## src/rtl/pc_sequencer.sv

```systemverilog
// Fetch-stage program counter with branch/jump/call/return redirects,
// stall hold and a small circular return-address stack.
module pc_sequencer #(
    parameter int              XLEN         = 32,
    parameter logic [XLEN-1:0] RESET_VECTOR = '0,
    parameter int              STEP         = 4,
    parameter int              IMM_SHIFT    = 2,
    parameter int              RAS_DEPTH    = 4
) (
    input  logic            clk,
    input  logic            reset,
    input  logic            stall,
    input  logic            branch_taken,
    input  logic [XLEN-1:0] branch_imm,
    input  logic            jump,
    input  logic [XLEN-1:0] jump_target,
    input  logic            call,
    input  logic            ret,
    output logic [XLEN-1:0] pc,
    output logic [XLEN-1:0] pc_plus_step,
    output logic            ras_empty,
    output logic            ras_full,
    output logic            ras_err
);

    localparam int          PW   = $clog2(RAS_DEPTH);
    localparam logic [PW:0] FULL = (PW + 1)'(RAS_DEPTH);

    logic [XLEN-1:0] r_pc;
    logic [XLEN-1:0] r_ras [RAS_DEPTH];
    logic [PW-1:0]   r_wptr;
    logic [PW:0]     r_count;
    logic            r_err;

    logic [XLEN-1:0] w_pc_plus_step;
    logic [XLEN-1:0] w_branch_tgt;
    logic [XLEN-1:0] w_pc_next;
    logic [PW-1:0]   w_top_idx;
    logic            w_push;
    logic            w_pop;
    logic            w_underflow;

    assign w_pc_plus_step = r_pc + XLEN'(STEP);
    assign w_branch_tgt   = w_pc_plus_step + (branch_imm << IMM_SHIFT);
    // Write pointer points at the next free slot; top of stack sits one below.
    assign w_top_idx      = r_wptr - PW'(1);

    always_comb begin
        w_pc_next   = w_pc_plus_step;
        w_push      = 1'b0;
        w_pop       = 1'b0;
        w_underflow = 1'b0;
        if (stall) begin
            w_pc_next = r_pc;
        end else if (ret) begin
            if (r_count != '0) begin
                w_pc_next = r_ras[w_top_idx];
                w_pop     = 1'b1;
            end else begin
                w_underflow = 1'b1;
            end
        end else if (jump) begin
            w_pc_next = jump_target;
            w_push    = call;
        end else if (branch_taken) begin
            w_pc_next = w_branch_tgt;
        end
    end

    always_ff @(posedge clk) begin
        if (reset) begin
            r_pc    <= RESET_VECTOR;
            r_wptr  <= '0;
            r_count <= '0;
            r_err   <= 1'b0;
        end else begin
            r_pc  <= w_pc_next;
            r_err <= w_underflow;
            if (w_push) begin
                r_wptr <= r_wptr + PW'(1);
                if (r_count != FULL) begin
                    r_count <= r_count + (PW + 1)'(1);
                end
            end else if (w_pop) begin
                r_wptr  <= w_top_idx;
                r_count <= r_count - (PW + 1)'(1);
            end
        end
    end

    // Entry contents need no reset; a full push overwrites the oldest slot.
    always_ff @(posedge clk) begin
        if (!reset && w_push) begin
            r_ras[r_wptr] <= w_pc_plus_step;
        end
    end

    assign pc           = r_pc;
    assign pc_plus_step = w_pc_plus_step;
    assign ras_empty    = (r_count == '0);
    assign ras_full     = (r_count == FULL);
    assign ras_err      = r_err;

endmodule
```

## config.mk

```make
export PLATFORM = sky130hd
export DESIGN_NAME = pc_sequencer
export DESIGN_NICKNAME = d
export VERILOG_FILES = /design/src/rtl/pc_sequencer.sv
export SDC_FILE = /design/constraint.sdc
export NUM_CORES = 1
export LEC_CHECK = 0
export BUFFER_PORTS_ARGS = -buffer_cell sky130_fd_sc_hd__buf_2
export CAP_MARGIN = 20
export CORE_MARGIN = 1.5
export CORE_UTILIZATION = 50
export DETAILED_ROUTE_END_ITERATION = 16
export HOLD_SLACK_MARGIN = 0.15
export PLACE_DENSITY = 0.81
export SLEW_MARGIN = 10
export SYNTH_ARGS = -nofsm -noshare
export SYNTH_HDL_FRONTEND = slang
export SYNTH_SLANG_ARGS = --single-unit
```

## constraint.sdc

```tcl
create_clock -name clk -period 4.4 [get_ports clk]
set_input_delay 0 -clock clk [delete_from_list [all_inputs] [get_ports clk]]
set_output_delay 0 -clock clk [all_outputs]
set_load 0.02 [all_outputs]
```

* Yosys cells after proc, flatten, opt, wreduce, memory -nomap -nowiden *
Memory sizes are Yosys's and may differ from the RTL's.
Index checks and enable logic that the tools add are counted.

operators by class
  $add $sub $neg = 6
  $mul = 0
  divide/modulo/power cells = 0
  magnitude comparators = 0
  equal/unequal tests = 3
  shift-type cells = 0
  mux-type cells = 18
  bitwise logic cells = 1
  reductions and logical operators = 7

operators by type and width
  kind                   number
  $mux 32                4
  $add 32x3->32 const B  1
  $add 32x32->32         1
  $mux 1                 9
  $mux 3                 3
  $mux 2                 2
  $add 3x1->3 const B    1
  $eq 3x3->1 const B     1
  $logic_not 3->1        1
  $ne 3x3->1 const B     1
  $reduce_bool 3->1      1
  $reduce_or 3->1        1
  $sub 3x1->3 const B    1
  $add 2x1->2 const B    1
  $ne 2x1->1 const B     1
  $reduce_and 2->1       1
  $reduce_bool 2->1      1
  $sub 2x1->2 const B    1
  $logic_and 1x1->1      1
  $logic_not 1->1        1
  $not 1->1              1

storage, ports and cells
  flip-flop bits (word level) = 38
  latch bits = 0
  memory bits (writable) = 128
  ROM bits = 0
  input port bits = 71
  output and inout port bits = 67
  logic and storage cells = 40
  memories = 1

memory list
  memory  depth  width  rd ports  clocked after memory_dff  wr ports  line  text
  r_ras   4      32     1         0                         1         30    logic [XLEN-1:0] r_ras [RAS_DEPTH];

* Logic depth before layout (Yosys ltp) *
Gate-level depths: netlist of the first run.

  depth in word-level cells = 6
  depth in mapped cells = 15

* Least setup slack after synthesis of the first run *
No wires, ideal clock.

  path kind = register -> register
  start = register r_pc[9] (netlist: pc[9])
  end = register r_pc[29] (netlist: pc[29])
  library setup time = 117 ps
  arrival = 3865 ps
  required time = 4283 ps
  slack = 418 ps
  stages on the path, launching flop included = 16
  clock period less this slack = 3982 ps
  cells stage by stage = dfxtp_1 and3_1 nand3_1 nor4_2 nand4_1 xnor2_1 ha_1 clkbuf_1 a21o_1 a21oi_1 o21ai_0 o211ai_1 a2bb2oi_1 o31ai_1 o311a_1 a22o_1

on the way
  longest elaborated chain between the ends = 5
  elaborated cells between the ends (all ways) = 6
  classes of those cells = add/sub (2); mux (4)

RTL lines
  item                      line  text
  start: declaration        29    logic [XLEN-1:0] r_pc;
  start signal: assignment  77    r_pc <= w_pc_next;
  $add 32x3->32             43    assign w_pc_plus_step = r_pc + XLEN'(STEP);
  via pc_plus_step[22]      20    output logic [XLEN-1:0] pc_plus_step,
  $add 32x32->32            44    assign w_branch_tgt = w_pc_plus_step + (branch_imm << IMM_SHIFT);
  $mux 32                   65    end else if (branch_taken) begin
  $mux 32                   62    end else if (jump) begin
  $mux 32                   55    end else if (ret) begin

The timed path passes the listed nets, and every way through them passes these cells.
A chain may end at the register's enable or synchronous reset.

* Worst setup path in the final report of the first run *
  start = register r_pc[5] (netlist: pc[5])
  end = register r_pc[30] (netlist: pc[30])

on the way
  longest elaborated chain between the ends = 5
  elaborated cells between the ends (all ways) = 6
  classes of those cells = add/sub (2); mux (4)

RTL lines
  item             line
  $add 32x3->32 *  43
  $add 32x32->32   44
  $mux 32          65
  $mux 32          62
  $mux 32 *        55

Mark *: on every way between the ends. The rest lies on a longest branch, timed or not.

==> impl_metrics.csv, run 1 <==
group,metric,value,unit
status,outcome,"completed",
route,vias,7202,
place,place_congestion,0.965,
final_layout,area_delta_synth_final,21.1,%
sta,max_freq,239,MHz
sta,skew,8.06,ps
place,dp_hpwl,16600,um
synth,yosysTopAreaCell,"edfxtp_1",
min_path,hold_class,"input port to flip-flop",
synth,synthFlopType,"edfxtp_1",
clock_network,h-tree-depth,4,
critical_path,crit_chain,"nand4_2 -> or2_2 -> nor2_2 -> xnor2_2 -> ha_2 -> a21oi_1 -> o22ai_1 -> or3_1 -> o2111ai_1 -> a21oi_1 -> o21ai_1 -> a2111o_1 -> o221ai_1 -> dlygate4sd3_1",
floorplanning,chipWidth,138,um
sta,slew_headroom,42.9,%
critical_path,cp-end-kind,"flip-flop",
critical_path,criticalPathCategory,"flip-flop to flip-flop",
critical_path,cp_top_family,"compound AO/OA/AOI/OAI gates",
synth,yosysTopAreaCellShare,42.3,%
synth,synth_edf_count,128,
synth,syn-num-nets,844,
synth,ys_types,73,
route,wl_met2,11400,um
route,wl_met1,10500,um
route,route.detailed.drc,0,
floorplanning,io-pin-count,138,
synth,yosysMostFrequentCell,"edfxtp_1",
critical_path,cp_data_arrival_time,4510,ps
clock_network,root_buffer,"clkbuf_16",
place,portBuffers,135,
floorplanning,rows,49,
floorplanning,fp.dieH,138,um
route,routed.top_layer,"met4",
synth,synth.area.top_cells,"edfxtp_1, dfxtp_1, mux4_2, ha_1, xnor2_1",
critical_path,critPathMaxStageDelay,570,ps
synth,synth_warnings,0,
critical_path,worstPathMaxFanout,7,
clock_network,insertion_delay,430,ps
clock_network,clock_path_buffers,2,
synth,synthTopCellsByCount,"edfxtp_1, ha_1, a21oi_1, dfxtp_1",
synth,synth-async-reset-ratio,0,%
clock_network,clk_pin_slew_worst_paths,60,ps
floorplanning,core_area,0.0179,sq mm
sta,worst_pin_slew,857,ps
global_routing,track_usage,26.6,%
sta,hold_viol,0,
route,detail-route-antenna-nets,0,
floorplanning,die_area,0.0190,sq mm
sta,slew_viol_final,0,
critical_path,path_common_cell,"a21oi_1",
critical_path,slowest_stage,"dlygate4sd3_1",
clock_network,cts_sinks,166,
synth,ys_seq_area_share,50.7,%
route,wl_met3,1920,um
global_routing,grt_pass1_wl,37400,um
synth,syn_inst,731,
final_layout,fill_cells,1404,
critical_path,worst-path-buf-inv,1,
sta,fin_tns_setup,0,ps
critical_path,worstPathRequired,4720,ps
clock_network,cts_tree,"yes",
critical_path,ff2ff_setup_slack,210,ps
global_routing,antenna_found_initial,0,
sta,period_needed,4190,ps
sta,rsz0062_at_grt,"false",
floorplanning,initial_utilization,50.7,%
sta,setup_viol,0,
pwr,power.density,387,mW/mm^2
final_layout,n_antenna_cell,0,
route,wl,24500,um
route,wl_per_cell,21.2,um
synth,syn_avg_cell_area,12.4,sq um
route,drt_first_iter_violations,837,
clock_network,cts_setup_buffers,0,
route,viasPerCell,6.24,
global_routing,grt_pass1_vias,6775,
final_layout,drive_gt1_share,27.5,%
pwr,ir_drop,301,uV
critical_path,cp-start-kind,"flip-flop",
job,cap_violations,0,
synth,synth_area,0.00908,sq mm
route,dr.pass1.iters,5,
global_routing,grt_max_degree,68,
global_routing,grt.overflow.total,0,
final_layout,fin_nets,1025,
final_layout,final_util,61.4,%
clock_network,numCtsBuffers,17,
pwr,power_leakage,4.39,nW
synth,ys_ff_latch,166,
sta,post-route-period-util,95.2,%
logic make-up (layout without fill, tap and decap cells):
kind of cell / count (synthesis) / after routing / synth area share, %
AND/OR/NAND/NOR: 185 / 185 / 11.2
flip-flops: 166 / 166 / 50.7
AO/OA/AOI/OAI: 190 / 190 / 15.8
adder cells (fa/ha/maj): 42 / 42 / 5.95
multiplexers: 38 / 38 / 8.48
XOR/XNOR: 45 / 45 / 4.34
buffers and inverters: 65 / 259 / 3.47
tightest hold or removal path, cell delays in order:
cell     delay, ps
buf_2           90
a221o_1        150
a21oi_1         50
o21a_1          90
nor3_1         140
layer usage:
metal / track usage [%] / vias to the layer above
li1: - / 3258
met1: 37.1 / 3549
met2: 42.1 / 340
met3: 4.56 / 55
met4: 9.84 / 0
met5: 0 / -
power by group:
group	switching, mW	internal [mW]	leakage [nW]
Combinational	0.600	0.425	2.64
Sequential	0.0563	1.75	1.49
Clock	0.598	0.834	0.265
Total	1.25	3.00	4.39
cells in the final DEF, fill, tap and decap left out, types with 22 or more instances in the layout:
master	instances
nor3_1	25
nand3_1	22
edfxtp_1	128
ha_1	39
a221oi_1	28
a21oi_1	38
a21o_1	22
xnor2_1	30
buf_2	135
dlygate4sd3_1	35
mux4_2	31
nand2_1	32
dfxtp_1	36
nor2_1	30
inv_1	28
buf_4	29
area by class of cell:
type | instances | area, sq um | share of cell area [%]
clock inverter | 9 | 108 | 0.979
clock buffer | 23 | 448 | 4.07
sequential | 166 | 4610 | 41.9
inverter | 28 | 105 | 0.956
tap | 229 | 287 | 2.61
timing repair buffer | 199 | 1240 | 11.3
multi-input combinational | 500 | 4200 | 38.2
sequential cells by signal, indices dropped and copies added (netlist names):
register  count
r_ras       128
pc           32
r_count       3
r_wptr        2
ras_err       1
timing repair:
action                                 in CTS  in global routing
endpoints found under the hold margin      29                  0
setup endpoints to repair                   0                  2
hold buffers                               35                  0
resized for setup                           0                  5
per-stage QoR:
stage	area [sq um]	total power [mW]	hold slack (ps)	std cells	worst slack (ps)
5_1_grt	11000	4.41	192	1154	27.6
4_1_cts	11000	4.26	153	1154	186
2_1_floorplan	9080	2.51	226	731	418
6_report	11000	4.26	142	1154	212
3_3_place_gp	10100	2.79	380	1087	633
3_5_place_dp	10100	2.81	390	1087	551
final timing paths:
| kind | startpoint | endpoint | cells after the start |
|---|---|---|---|
| worst min-delay path | jump_target[22] | pc[22] | 5 |
| worst max register to register | pc[5] | pc[30] | 14 |
| worst min register to register | pc[31] | pc[31] | 2 |
| worst max-delay path | pc[5] | pc[30] | 14 |
Note: power is estimated with default switching activity, not from simulation.
==> run 2, diff against run 1 <==
==> constraint.sdc (replaced) <==
create_clock -name clk -period 4.4 [get_ports clk]
set_input_delay 0.22 -clock clk [delete_from_list [all_inputs] [get_ports clk]]
set_output_delay 0.22 -clock clk [all_outputs]
set_load 0.02 [all_outputs]
==> run 2 against run 1 <==
Compared with the run above:
- routed wire length grew 0.78%
- die area is the same
- combinational power about the same
- largest cell class unchanged
- clock power up 10%
- sequential share of layout area is 0.98 points higher
- critical path depth down 2
- largest power group unchanged
- utilization down 1.4 points
==> impl_metrics.csv, run 2 (synthesis gave the netlist of run 1 again) <==
group,metric,value,unit
global_routing,grt.overflow.total,0,
final_layout,fin_nets,993,
global_routing,antenna_found_initial,0,
min_path,holdCritStartpoint,"jump_target[0]",
clock_network,insertion_delay,430,ps
global_routing,grt_pass1_vias,6693,
floorplanning,rows,49,
place,portBuffers,135,
floorplanning,chipWidth,138,um
critical_path,r2r-start,"pc[2]",
global_routing,grt_pass1_wl,37300,um
critical_path,crit_start,"pc[2]",
route,detail-route-antenna-nets,0,
route,route.detailed.drc,0,
status,outcome,"completed",
final_layout,final_util,60.0,%
sta,setup_viol,0,
route,drt_first_iter_violations,718,
route,routed.top_layer,"met4",
min_path,hold_class,"input port to flip-flop",
route,wl_met3,2100,um
sta,rsz0062_at_grt,"false",
global_routing,grt_max_degree,68,
pwr,ir_drop,306,uV
final_layout,largest_reg_flops,128,
critical_path,worstPathMaxFanout,7,
final_layout,top_register,"r_ras",
clock_network,numCtsBuffers,17,
route,viasPerCell,6.23,
critical_path,criticalPathCategory,"flip-flop to flip-flop",
place,place_area,0.0101,sq mm
sta,skew,9.55,ps
sta,period_needed,4070,ps
critical_path,cp-end-kind,"flip-flop",
floorplanning,core_area,0.0179,sq mm
floorplanning,die_area,0.0190,sq mm
floorplanning,initial_utilization,50.7,%
global_routing,track_usage,26.7,%
pwr,power,4.39,mW
route,wl_per_cell,22.0,um
clock_network,h-tree-depth,4,
clock_network,cts_setup_buffers,0,
pwr,power_leakage,4.28,nW
final_layout,fill_cells,1443,
clock_network,root_buffer,"clkbuf_16",
critical_path,worstPathRequired,4720,ps
clock_network,cts_hold_buf,0,
pwr,power.density,409,mW/mm^2
final_layout,mostFrequentLayoutCells,"buf_2, edfxtp_1, ha_1",
route,vias,6985,
clock_network,cts_resized,0,
final_layout,area_delta_synth_final,18.3,%
sta,worst_pin_slew,922,ps
clock_network,cts_sinks,166,
route,wl_met2,11700,um
job,cap_violations,0,
sta,slew_headroom,38.6,%
critical_path,cp-start-kind,"flip-flop",
final_layout,drive_gt1_share,28.6,%
sta,timing.hold.ws,191,ps
place,dp_hpwl,17000,um
floorplanning,fp.dieH,138,um
clock_network,clk_pin_slew_worst_paths,70,ps
sta,post-route-period-util,92.5,%
clock_network,cts_tree,"yes",
final_layout,final_common_cell,"buf_2",
route,dr.pass1.iters,5,
critical_path,cp_data_arrival_time,4390,ps
sta,max_freq,246,MHz
final_layout,n_antenna_cell,0,
sta,slew_viol_final,0,
sta,fin_tns_setup,0,ps
sta,hold_viol,0,
route,wl,24600,um
final_layout,seq_area,0.00461,sq mm
floorplanning,io-pin-count,138,
route,wl_met1,10300,um
final_layout,finish.instance_area,0.0107,sq mm
clock_network,clock_path_buffers,2,
final_layout,multi_input_area,0.00418,sq mm
place,place_congestion,0.985,
## run 2: cell count changes in the layout (fill, tap and decap cells not counted), sizes merged
cell         delta
buf             +3
bufinv          +2
clkbuf          -2
clkinv          -3
clkinvlp        +2
dlygate4sd3    -35
inv             +1
## run 2: layer usage
metal  GRT usage (%)  vias to the layer above
met5               0                        -
met4            9.38                        0
met3            5.15                       46
met2            42.4                      353
met1            36.7                     3389
li1                -                     3197
## run 2: where the power goes
group          total [mW]  leakage (nW)  internal, mW  switching (mW)
logic                1.01          2.50         0.406           0.603
clock network        1.58         0.291         0.968           0.614
registers            1.80          1.49          1.75          0.0523
total                4.39          4.28          3.12            1.27
## run 2: path summary, 6_finish.rpt
| kind | endpoint | slack, ps | cells after the start |
|---|---|---|---|
| setup reg to reg | pc[29] | 330 | 12 |
| setup / recovery | pc[29] | 330 | 12 |
| hold reg to reg | r_count[2] | 550 | 2 |
| hold / removal | pc[0] | 190 | 5 |
## run 2: layout make-up
| class | count | area share (%) |
|---|---|---|
| inverter | 28 | 0.978 |
| multi-input combinational | 500 | 38.9 |
| sequential | 166 | 42.9 |
| clock buffer | 21 | 4.19 |
| tap | 229 | 2.67 |
| timing repair buffer | 167 | 8.76 |
| clock inverter | 11 | 1.63 |
## run 2: through the flow
step	cells	worst slack [ps]
after global routing	1122	71.3
final	1122	330
after detailed placement	1090	427
after CTS	1122	386
after global placement	1090	528
after floorplan	731	418
## run 2: worst max-delay path, cell delays in order, from the launching register on
cell and delay (ps):
dfxtp_1 480, ha_1 290, nand3_1 180, nor3_1 400
xor2_1 480, ha_1 390, and3_1 220, a221o_1 330
a32oi_1 240, o211a_2 300, o31ai_1 110, o311a_1 310
a22o_1 220
==> run 3, diff against run 2 <==
==> constraint.sdc (replaced) <==
create_clock -name clk -period 4.2 [get_ports clk]
set_input_delay 0.21 -clock clk [delete_from_list [all_inputs] [get_ports clk]]
set_output_delay 0.21 -clock clk [all_outputs]
set_load 0.02 [all_outputs]
==> run 3 against run 2 <==
Compared with the run above:
- first-iteration DRC count up 0.42%
- clock-buffer cell count down 2
- clock skew down 0.77 ps
- combinational power up 6%
- power up 4.4%
- flip-flop and latch count unchanged
- critical path type unchanged
- largest cell class unchanged
==> impl_metrics.csv, run 3 (synthesis gave the netlist of run 1 again) <==
group,metric,value,unit
floorplanning,core_area,0.0179,sq mm
sta,setup_viol,0,
route,dr.pass1.iters,6,
floorplanning,fp.dieH,138,um
global_routing,grt-busiest-layer,"met2",
sta,slew_headroom,44.2,%
global_routing,grtUsageMet3,5.41,%
floorplanning,io-pin-count,138,
clock_network,h-tree-depth,4,
clock_network,cts_tree,"yes",
final_layout,mostFrequentLayoutCells,"buf_2, edfxtp_1, buf_4",
final_layout,largest_reg_flops,128,
floorplanning,rows,49,
sta,timing.hold.ws,175,ps
final_layout,final_util,60.3,%
pwr,power_leakage,4.32,nW
global_routing,track_usage,27.1,%
final_layout,area_delta_synth_final,18.9,%
floorplanning,initial_utilization,50.7,%
route,drt_first_iter_violations,721,
critical_path,worstPathRequired,4550,ps
sta,hold_viol,0,
critical_path,cp-start-kind,"flip-flop",
route,route.detailed.drc,0,
route,viasPerCell,6.25,
pwr,power.density,425,mW/mm^2
min_path,hold_class,"input port to flip-flop",
global_routing,use_met2,42.8,%
clock_network,clock_path_buffers,2,
route,vias,7075,
critical_path,cp-end-kind,"flip-flop",
final_layout,top_register,"r_ras",
floorplanning,die_area,0.0190,sq mm
final_layout,final_common_cell,"buf_2",
final_layout,n_antenna_cell,0,
route,wl_per_cell,22.3,um
critical_path,criticalPathCategory,"flip-flop to flip-flop",
global_routing,use_met1,37.1,%
critical_path,worstPathMaxFanout,7,
global_routing,grt_pass1_vias,6736,
place,dp_hpwl,17400,um
clock_network,root_buffer,"clkbuf_16",
sta,worst_pin_slew,837,ps
pwr,ir_drop,305,uV
clock_network,cts_hold_buf,0,
critical_path,ff2ff_setup_slack,330,ps
final_layout,finish.instance_area,0.0108,sq mm
critical_path,slowest_stage,"dfxtp_1",
global_routing,antenna_found_initial,0,
clock_network,cts_sinks,166,
final_layout,fin_nets,1003,
clock_network,numCtsBuffers,17,
global_routing,grt_max_degree,68,
place,place_congestion,0.987,
job,cap_violations,0,
sta,slew_viol_final,0,
status,outcome,"completed",
sta,max_freq,258,MHz
sta,skew,8.79,ps
final_layout,drive_gt1_share,29.6,%
sta,rsz0062_at_grt,"false",
global_routing,grt.overflow.total,0,
critical_path,cp_data_arrival_time,4220,ps
floorplanning,chipWidth,138,um
critical_path,critPathMaxStageDelay,470,ps
route,wl,25200,um
sta,post-route-period-util,92.1,%
sta,fin_tns_setup,0,ps
clock_network,insertion_delay,430,ps
pwr,power,4.58,mW
place,portBuffers,135,
sta,period_needed,3870,ps
critical_path,crit_chain,"nand4_2 -> or2_2 -> nor4_2 -> buf_4 -> nand2_1 -> xnor2_1 -> buf_4 -> ha_1 -> a21oi_1 -> o21ai_0 -> o211ai_1 -> a31oi_1 -> and2_1 -> o211ai_1 -> a221oi_2",
global_routing,grt_pass1_wl,37600,um
clock_network,cts_setup_buffers,0,
clock_network,clk_pin_slew_worst_paths,70,ps
route,detail-route-antenna-nets,0,
place,place_area,0.0102,sq mm
## run 3: path summary, 6_finish.rpt
kind,startpoint,end,cells past startpoint
worst min-delay path,jump_target[1],pc[1],5
worst max-delay path,pc[4],pc[31],15
worst min register to register,pc[31],pc[31],2
worst max register to register,pc[4],pc[31],15
## run 3: through the flow
| stage | instances | setup WS (ps) |
|---|---|---|
| after global placement | 1100 | 388 |
| after detailed placement | 1100 | 329 |
| final | 1132 | 331 |
| after CTS | 1132 | 309 |
| after floorplan | 731 | 218 |
| after global routing | 1132 | 71.8 |
## run 3: area by class of cell
| class | instances | area [sq um] |
|---|---|---|
| Clock buffer | 19 | 443 |
| Clock inverter | 13 | 169 |
| Fill cell | 1425 | 7110 |
| Inverter | 28 | 105 |
| Multi-Input combinational cell | 500 | 4180 |
| Sequential cell | 166 | 4610 |
| Tap cell | 229 | 287 |
| Timing Repair Buffer | 177 | 1000 |
## run 3: timing repair
action	CTS	global route
hold endpoints to repair	0	0
setup endpoints to repair	0	1
resized for setup	0	1
## run 3: worst max-delay path: cells and delay by family (launching register included)
family / cells / cell delay [ps]
compound gates: 6 / 1230
simple gates: 5 / 1180
xor+xnor: 1 / 220
flops: 1 / 470
fa+ha+maj: 1 / 270
buf+inv: 2 / 400
## run 3: layer usage
metal  vias up  part of all wire (%)
li1       3198                     -
met1      3460                    41
met2       369                    48
met3        48                   8.9
met4         0                   2.4
met5         -                     0
## run 3: power by group
group / internal [mW] / total, mW / switching, mW
Combinational: 0.433 / 1.07 / 0.637
Clock: 0.958 / 1.63 / 0.672
Sequential: 1.83 / 1.88 / 0.0541
Total: 3.22 / 4.58 / 1.36
